===== src/rtl/lsu_wb_master.sv =====
// MEM-stage load/store master: one Wishbone B4 classic cycle per access, aligned/extended load data.
// Latency: stall_pipl for 1 + REQ cycles (2 minimum); pipeline back-pressure is stall_pipl until DONE.
module lsu_wb_master #(
  parameter int TIMEOUT = 255
) (
  input  logic        clk,
  input  logic        reset_n,
  input  logic        mem_read_mem,
  input  logic        mem_write_mem,
  input  logic [2:0]  fun3_mem,
  input  logic [31:0] addr_mem,
  input  logic [31:0] wdata_mem,
  output logic [31:0] rdata_mem,
  output logic        stall_pipl,
  output logic        misaligned,
  output logic        bus_fault,
  output logic        wb_cyc_o,
  output logic        wb_stb_o,
  output logic        wb_we_o,
  output logic [31:0] wb_adr_o,
  output logic [31:0] wb_dat_o,
  output logic [3:0]  wb_sel_o,
  input  logic [31:0] wb_dat_i,
  input  logic        wb_ack_i,
  input  logic        wb_err_i
);

  typedef enum logic [1:0] {IDLE, REQ, DONE} state_t;

  localparam logic [7:0] TO_LAST = 8'(TIMEOUT - 1);

  state_t      state, state_nxt;
  logic [7:0]  cnt;
  logic [2:0]  fun3_q;
  logic [1:0]  a_q;
  logic [31:0] rdat_q;
  logic        fault_q;

  logic        req, mis, is_half, is_word, accept;
  logic [3:0]  sel_c;
  logic [31:0] dat_c;
  logic [7:0]  byte_v;
  logic [15:0] half_v;

  // Reserved encodings (011, 11x) fall into the word class via fun3[1].
  assign req     = mem_read_mem | mem_write_mem;
  assign is_half = (fun3_mem[1:0] == 2'b01);
  assign is_word = fun3_mem[1];
  assign mis     = req & ((is_half & addr_mem[0]) | (is_word & (addr_mem[1:0] != 2'b00)));
  assign accept  = (state == IDLE) & req & ~mis;

  always_comb begin
    sel_c = 4'b1111;
    dat_c = wdata_mem;
    if (!is_word) begin
      if (is_half) begin
        sel_c = 4'b0011 << addr_mem[1:0];
        dat_c = {2{wdata_mem[15:0]}};
      end else begin
        sel_c = 4'b0001 << addr_mem[1:0];
        dat_c = {4{wdata_mem[7:0]}};
      end
    end
  end

  always_comb begin
    state_nxt  = state;
    stall_pipl = 1'b0;
    misaligned = 1'b0;
    bus_fault  = 1'b0;
    case (state)
      IDLE: begin
        misaligned = mis;
        if (req && !mis) begin
          stall_pipl = 1'b1;
          state_nxt  = REQ;
        end
      end
      REQ: begin
        stall_pipl = 1'b1;
        if (wb_err_i || wb_ack_i || (cnt == TO_LAST)) state_nxt = DONE;
      end
      DONE: begin
        bus_fault = fault_q;
        state_nxt = IDLE;
      end
      default: state_nxt = IDLE;
    endcase
  end

  always_ff @(posedge clk) begin
    if (!reset_n) begin
      state    <= IDLE;
      cnt      <= 8'd0;
      wb_cyc_o <= 1'b0;
      wb_stb_o <= 1'b0;
      wb_we_o  <= 1'b0;
      wb_adr_o <= 32'd0;
      wb_dat_o <= 32'd0;
      wb_sel_o <= 4'd0;
      fun3_q   <= 3'd0;
      a_q      <= 2'd0;
      rdat_q   <= 32'd0;
      fault_q  <= 1'b0;
    end else begin
      state <= state_nxt;
      if (accept) begin
        wb_cyc_o <= 1'b1;
        wb_stb_o <= 1'b1;
        wb_we_o  <= mem_write_mem;
        wb_adr_o <= {addr_mem[31:2], 2'b00};
        wb_dat_o <= dat_c;
        wb_sel_o <= sel_c;
        fun3_q   <= fun3_mem;
        a_q      <= addr_mem[1:0];
        rdat_q   <= 32'd0;
        fault_q  <= 1'b0;
      end else if (state == REQ) begin
        if (state_nxt == DONE) begin
          wb_cyc_o <= 1'b0;
          wb_stb_o <= 1'b0;
          cnt      <= 8'd0;
          // Error beats ack; a faulted or store access leaves zero behind.
          fault_q  <= wb_err_i | ~wb_ack_i;
          rdat_q   <= (wb_ack_i && !wb_err_i && !wb_we_o) ? wb_dat_i : 32'd0;
        end else begin
          cnt <= cnt + 8'd1;
        end
      end
    end
  end

  assign byte_v = rdat_q[{a_q, 3'b000} +: 8];
  assign half_v = rdat_q[{a_q[1], 4'b0000} +: 16];

  always_comb begin
    case (fun3_q)
      3'b000:  rdata_mem = {{24{byte_v[7]}}, byte_v};
      3'b001:  rdata_mem = {{16{half_v[15]}}, half_v};
      3'b100:  rdata_mem = {24'd0, byte_v};
      3'b101:  rdata_mem = {16'd0, half_v};
      default: rdata_mem = rdat_q;
    endcase
  end

endmodule

===== config.mk =====
export PLATFORM = sky130hd
export DESIGN_NAME = lsu_wb_master
export DESIGN_NICKNAME = d
export VERILOG_FILES = /design/src/rtl/lsu_wb_master.sv
export SDC_FILE = /design/constraint.sdc
export NUM_CORES = 1
export LEC_CHECK = 0
export BUFFER_PORTS_ARGS = -buffer_cell sky130_fd_sc_hd__buf_2
export CAP_MARGIN = 30
export CELL_PAD_IN_SITES_DETAIL_PLACEMENT = 2
export CELL_PAD_IN_SITES_GLOBAL_PLACEMENT = 2
export CORE_MARGIN = 1
export CORE_UTILIZATION = 27
export CTS_CLUSTER_DIAMETER = 80
export DETAILED_ROUTE_END_ITERATION = 7
export PLACE_DENSITY_LB_ADDON = 0.1
export SYNTH_ARGS = -nofsm -noshare
export SYNTH_HDL_FRONTEND = slang
export SYNTH_SLANG_ARGS = --single-unit

===== constraint.sdc =====
create_clock -name clk -period 1.93 [get_ports clk]
set_input_delay 0.0965 -clock clk [delete_from_list [all_inputs] [get_ports clk]]
set_output_delay 0.0965 -clock clk [all_outputs]
set_load 0.01 [all_outputs]

# Word-level counts from Yosys, hierarchy flattened

Cells that the tools add are included.

Bits in read-only memories: 0
Latch bits: 0
Output and inout port bits: 106
Bits in writable memories: 0
Register bits: 116
Logic and storage cells: 70
Memories kept: 0

Divide/modulo/power cells: 0
Reduce and logical (&&, ||, !) cells: 17
Multiplexer cells: 17
Equal/unequal tests: 8
Shift-type cells: 4
Add/sub/neg operators: 1
Order comparisons: 0
Bitwise logic cells: 12
Multiply operators: 0

Operators by type and width:

| operator                                                               | count |
|---|---|
| 32-bit one-hot mux with 4 select lines                                 | 1 |
| 32-bit two-way mux                                                     | 3 |
| 32-bit by 6-bit variable part select with 16-bit output                | 1 |
| 32-bit by 6-bit variable part select with 8-bit output                 | 1 |
| 8-bit by 1-bit adder with 8-bit output (second input constant)         | 1 |
| 8-bit equality test (second input constant)                            | 1 |
| 4-bit two-way mux                                                      | 2 |
| 8-bit two-way mux                                                      | 1 |
| 3-bit equality test (second input constant)                            | 2 |
| 1-bit two-way mux                                                      | 6 |
| 2-bit AND reduction                                                    | 3 |
| 2-bit nonzero test                                                     | 3 |
| 1-bit bitwise AND                                                      | 5 |
| 2-bit by 1-bit equality test with 1-bit output (second input constant) | 2 |
| 2-bit equality test (second input constant)                            | 2 |
| 2-bit two-way mux                                                      | 2 |
| 1-bit NOT                                                              | 4 |
| 2-bit one-hot mux with 2 select lines                                  | 1 |
| 1-bit by 2-bit << shifter with 4-bit output (first input constant)     | 1 |
| 2-bit by 2-bit << shifter with 4-bit output (first input constant)     | 1 |
| 3-bit by 1-bit equality test with 1-bit output (second input constant) | 1 |
| 1-bit logical AND                                                      | 3 |
| 1-bit logical NOT                                                      | 3 |
| 3-bit logical NOT                                                      | 1 |
| other kinds (5)                                                        | 8 |

# Depth between registers and ports, before layout

Depth in word-level cells: 12
Mapped depth: 8
Gate-level depth less buffers: 6

# Worst setup path before layout

Ideal clock, no wire load.

Path kind: reg2reg
Start point: register cnt[0]
End point: register fault_q
Period minus slack after synthesis: 1.732 ns
Cell stages (with the launch flop): 8
Arrival time: 1.614 ns
Setup time: 0.119 ns
Path slack: 0.198 ns
Cells stage by stage: dfxtp_1 inv_1 ha_1 and3_1 a211oi_4 nor2_1 buf_2 o221a_2

Cells in the longest elaborated chain, start to end: 6

Ends and longest elaborated chain:

| element                               | line | text |
|---|---|---|
| start, declared                       | 33   | `logic [7:0] cnt;` |
| start signal, assigned                | 127  | `cnt <= cnt + 8'd1;` |
| 8-bit equality test                   | 81   | `if (wb_err_i \|\| wb_ack_i \|\| (cnt == TO_LAST)) state_nxt = DONE;` |
| 1-bit logical OR                      | 81   |  |
| 2-bit two-way mux                     | 81   |  |
| 2-bit one-hot mux with 2 select lines | 71   | `case (state)` |
| 2-bit equality test                   | 119  | `if (state_nxt == DONE) begin` |
| 2-bit AND reduction (no source line)  | n/a  |  |
| end signal, assigned                  | 124  | `fault_q <= wb_err_i \| ~wb_ack_i;` |
| end, declared                         | 37   | `logic fault_q;` |

Every way passes these cells.
A chain may end at the register's enable or synchronous reset.

# Worst setup path in the final report

Start point: register a_q[1]
End point: output port rdata_mem[23]

Cells in the longest elaborated chain, start to end: 2

Ends and longest elaborated chain:

| element                                                                                                                                  | line     | text |
|---|---|---|
| start, declared                                                                                                                          | 35       | `logic [1:0] a_q;` |
| start signal, assigned                                                                                                                   | 115      | `a_q <= addr_mem[1:0];` |
| 32-bit by 6-bit variable part select with 16-bit output / 32-bit by 6-bit variable part select with 8-bit output (equally long branches) | 134, 133 |  |
| 32-bit one-hot mux with 4 select lines (*)                                                                                               | 137      | `case (fun3_q)` |
| end, declared                                                                                                                            | 13       | `output logic [31:0] rdata_mem,` |

Mark *: on every way between the ends. The rest lies on a longest branch, timed or not.

==> key figures <==
Placement
  • Gp weighted congestion: 0.8058
  • Placed cell count: 1002
  • Cell Area, Placed: 6406 µm²
  • Hpwl dp: 14660 µm
  • Port bufs: 208

Setup path
  • Slowest-stage cell, CP: or4_4
  • CP top delay family: simple AND/OR/NAND/NOR gates
  • Worst R2R End: rdat_q[4]
  • Startpoint types: register
  • Worst reg2reg path startpoint: cnt[0]
  • Reg2reg setup slack: 120 ps
  • Crit path max fanout: 8
  • CP startpoint: a_q[1]
  • Critical Path RT: 1830 ps
  • Max incr delay on CP: 530 ps
  • CP Cell Sequence: mux2_4, nor3_4, or4_4, buf_12, nand2_4, buf_6
  • Critical path buffer and inverter count: 2
  • Critical path arrival: 1940 ps
  • Reg2Reg Depth: 7
  • Crit end category: output pin
  • Worst setup path category: reg -> out

Run status
  • Status: complete, but fails checks
  • Failing checks: negative setup slack

Hold path
  • Worst Hold End: wb_dat_o[8]
  • HP Class: in -> reg
  • Worst Hold Depth: 3
  • Hold_sp: wdata_mem[8]

Power and ir drop
  • Pwr Density: 894.0 nW/µm²
  • Sw power: 2.051 mW
  • Sw Ratio: 27.97%
  • Int Pwr: 5.283 mW
  • Tot Pwr: 7.335 mW
  • Comb pwr share: 19.1%
  • Clock group share of total power: 45.0%
  • Leak Pwr: 3.646 nW
  • Share of power burned in registers: 35.9%
  • VDD IR max: 0.5652 mV

Clock tree
  • Root Buffer: clkbuf_16
  • Clock transition at path regs: 60 ps
  • Clock buffer depth: 2
  • Worst skew pair latency: 410 ps
  • Sink count of the clock tree: 116
  • Number of CTS-inserted buffers: 17
  • H-tree Lvls: 4
  • CTS tree: yes

Timing
  • Fmax: 490.1 MHz
  • Final worst-path cycle share: 105.7%
  • Worst slew margin: 64.30%
  • Slew Limit Fails: 0
  • Fin crit period: 2041 ps
  • Final setup vio count: 23
  • Setup TNS: -1851 ps
  • Unrepaired setup endpoints after global routing: true
  • Worst slew pin tran: 531.6 ps
  • Final setup margin: -110.5 ps
  • Final Hold Fails: 0
  • Clock Skew: 11.30 ps

Logic synthesis
  • Synthesized area: 5102 µm²
  • Async S/R FF share, synth: 0%
  • Post-synth cell types: 47
  • Synthesized netlist cell count: 596
  • Avg Cell Area, Syn: 8.561 µm²
  • Count leader, synth: nand2_1
  • Commonest cells in the netlist: nand2_1 (120), dfxtp_1 (116), o21ai_0 (44)
  • Sequential share of the synthesized area: 45.51%
  • Post-synth top area cell: dfxtp_1
  • Ys flop type: dfxtp_1
  • Area share of the largest cell type after synthesis: 45.51%
  • Synth top area cells: dfxtp_1 (46%), nand2_1 (8.8%), a22o_1 (7.4%)
  • Post-synth EDFFs: 0
  • #FFs+latches synth: 116
  • Yosys warning total: 0

Route
  • DRC viols: 0
  • Final wirelength: 22610 µm
  • DR WL/cell: 20.11 µm
  • DR vias/cell: 5.043
  • DRT Pass-1 Iters: 4
  • Drt initial violations: 240
  • DR vias: 5668
  • Routed Antenna Nets: 0

Layout
  • Nets@finish: 989
  • Post-route cell area: 8204 µm²
  • Share of layout cells above drive strength 1: 34.30%
  • Final cell count without fillers: 1124
  • Ant diodes: 0
  • Area Growth Syn to Fin: 60.79%
  • Post-layout util: 44.90%

Floorplanning
  • Die area: 19450 µm²
  • Die width: 139.5 µm
  • Core Region: 18270 µm²
  • Chip height: 139.5 µm
  • Initial Util: 27.93%
  • Rows: 49
  • IO Pins: 211

Job
  • Max-Cap Viols: 0

Global route
  • Vias in the first global route: 6407
  • Gr ovfl total: 0
  • Largest net degree at the start of global routing: 63
  • Total track usage: 23.81%
  • First-pass GRT wire length: 35870 µm
  • Antenna violations before repair: 2
==> worst min-delay path, cell delays in order <==
cell and delay, ps:
buf_2 90, mux2i_1 60, o21ai_0 130
==> metal layers <==
metal	share of wire, %	global-route usage (%)	wire length [µm]	vias to the layer above
met1	39	25.77	8827	2787
met4	2.1	8.012	474	4
li1	-	-	-	2695
met3	4.9	6.056	1111	34
met5	0.088	0	20	-
met2	54	44.70	12170	148
==> stage by stage <==
stage                     hold WS, ps  setup slack (ps)
after global placement          307.5             209.0
after floorplan                 222.0             197.7
final                           1.912            -110.5
after global routing            13.31            -159.3
after CTS                     0.05901            -97.40
after detailed placement        312.2             130.2
==> logic make-up (layout without fill, tap and decap cells) <==
| family | Yosys count | in the layout | share of synthesized area (%) |
|---|---|---|---|
| compound gates | 165 | 165 | 22.83 |
| xor+xnor | 6 | 6 | 1.030 |
| fa+ha+maj | 2 | 2 | 0.4904 |
| buf+inv | 67 | 365 | 6.278 |
| flops | 116 | 116 | 45.51 |
| mux | 28 | 28 | 5.615 |
| other cells | 1 | 2 | 0.07349 |
| simple gates | 211 | 211 | 18.17 |
==> registers in the layout, summed over array words and instances, names as in the netlist <==
| signal | count |
|---|---|
| fun3_q | 3 |
| wb_stb_o | 1 |
| cnt | 8 |
| wb_adr_o | 30 |
| wb_we_o | 1 |
| a_q | 2 |
| wb_sel_o | 4 |
| wb_dat_o | 32 |
| fault_q | 1 |
| rdat_q | 32 |
| state | 2 |
==> final cells by class <==
class / instances / area [µm²]
Timing Repair Buffer: 320 / 2298
Tap cell: 229 / 286.5
Fill cell: 1994 / 10070
Multi-Input combinational cell: 414 / 2621
Clock inverter: 13 / 156.4
Clock buffer: 19 / 452.9
Inverter: 13 / 48.80
Sequential cell: 116 / 2340
==> power by group through the flow <==
| stage | combinational [mW] | sequential (mW) | clock [mW] |
|---|---|---|---|
| final | 1.40 | 2.63 | 3.30 |
| after global placement | 1.09 | 2.67 | 0 |
| after detailed placement | 1.12 | 2.67 | 0 |
| after floorplan | 0.551 | 2.71 | 0 |
| after global routing | 1.51 | 2.65 | 3.47 |
| after CTS | 1.36 | 2.63 | 3.36 |
==> worst max-delay path by stage <==
stage                                to  slack [ps]  cells past startpoint
after floorplan                 fault_q         200                      7
after detailed placement         cnt[1]         130                      6
after global placement        rdat_q[8]         210                      7
after global routing      rdata_mem[17]        -160                      6
final                     rdata_mem[23]        -110                      6
after CTS                 rdata_mem[31]        -100                      6
==> cells in the final DEF, fill, tap and decap left out, types with 23 or more instances in the layout <==
master         count
a22o_1            43
buf_2            191
dfxtp_1          108
dlygate4sd3_1     88
mux2i_1           25
nand2_1          104
nand3_1           36
nor2_1            23
o21ai_0           44
o22ai_1           28
==> repair_timing <==
action / CTS / global route
endpoints found under the setup margin: 31 / 31
pin swaps: 2 / 1
buffers inserted: 1 / 0
endpoints found under the hold margin: 88 / 0
hold buffers: 88 / 0
gates resized for setup: 56 / 18
cloned: 1 / 0
(Power assumes the default switching activity.)
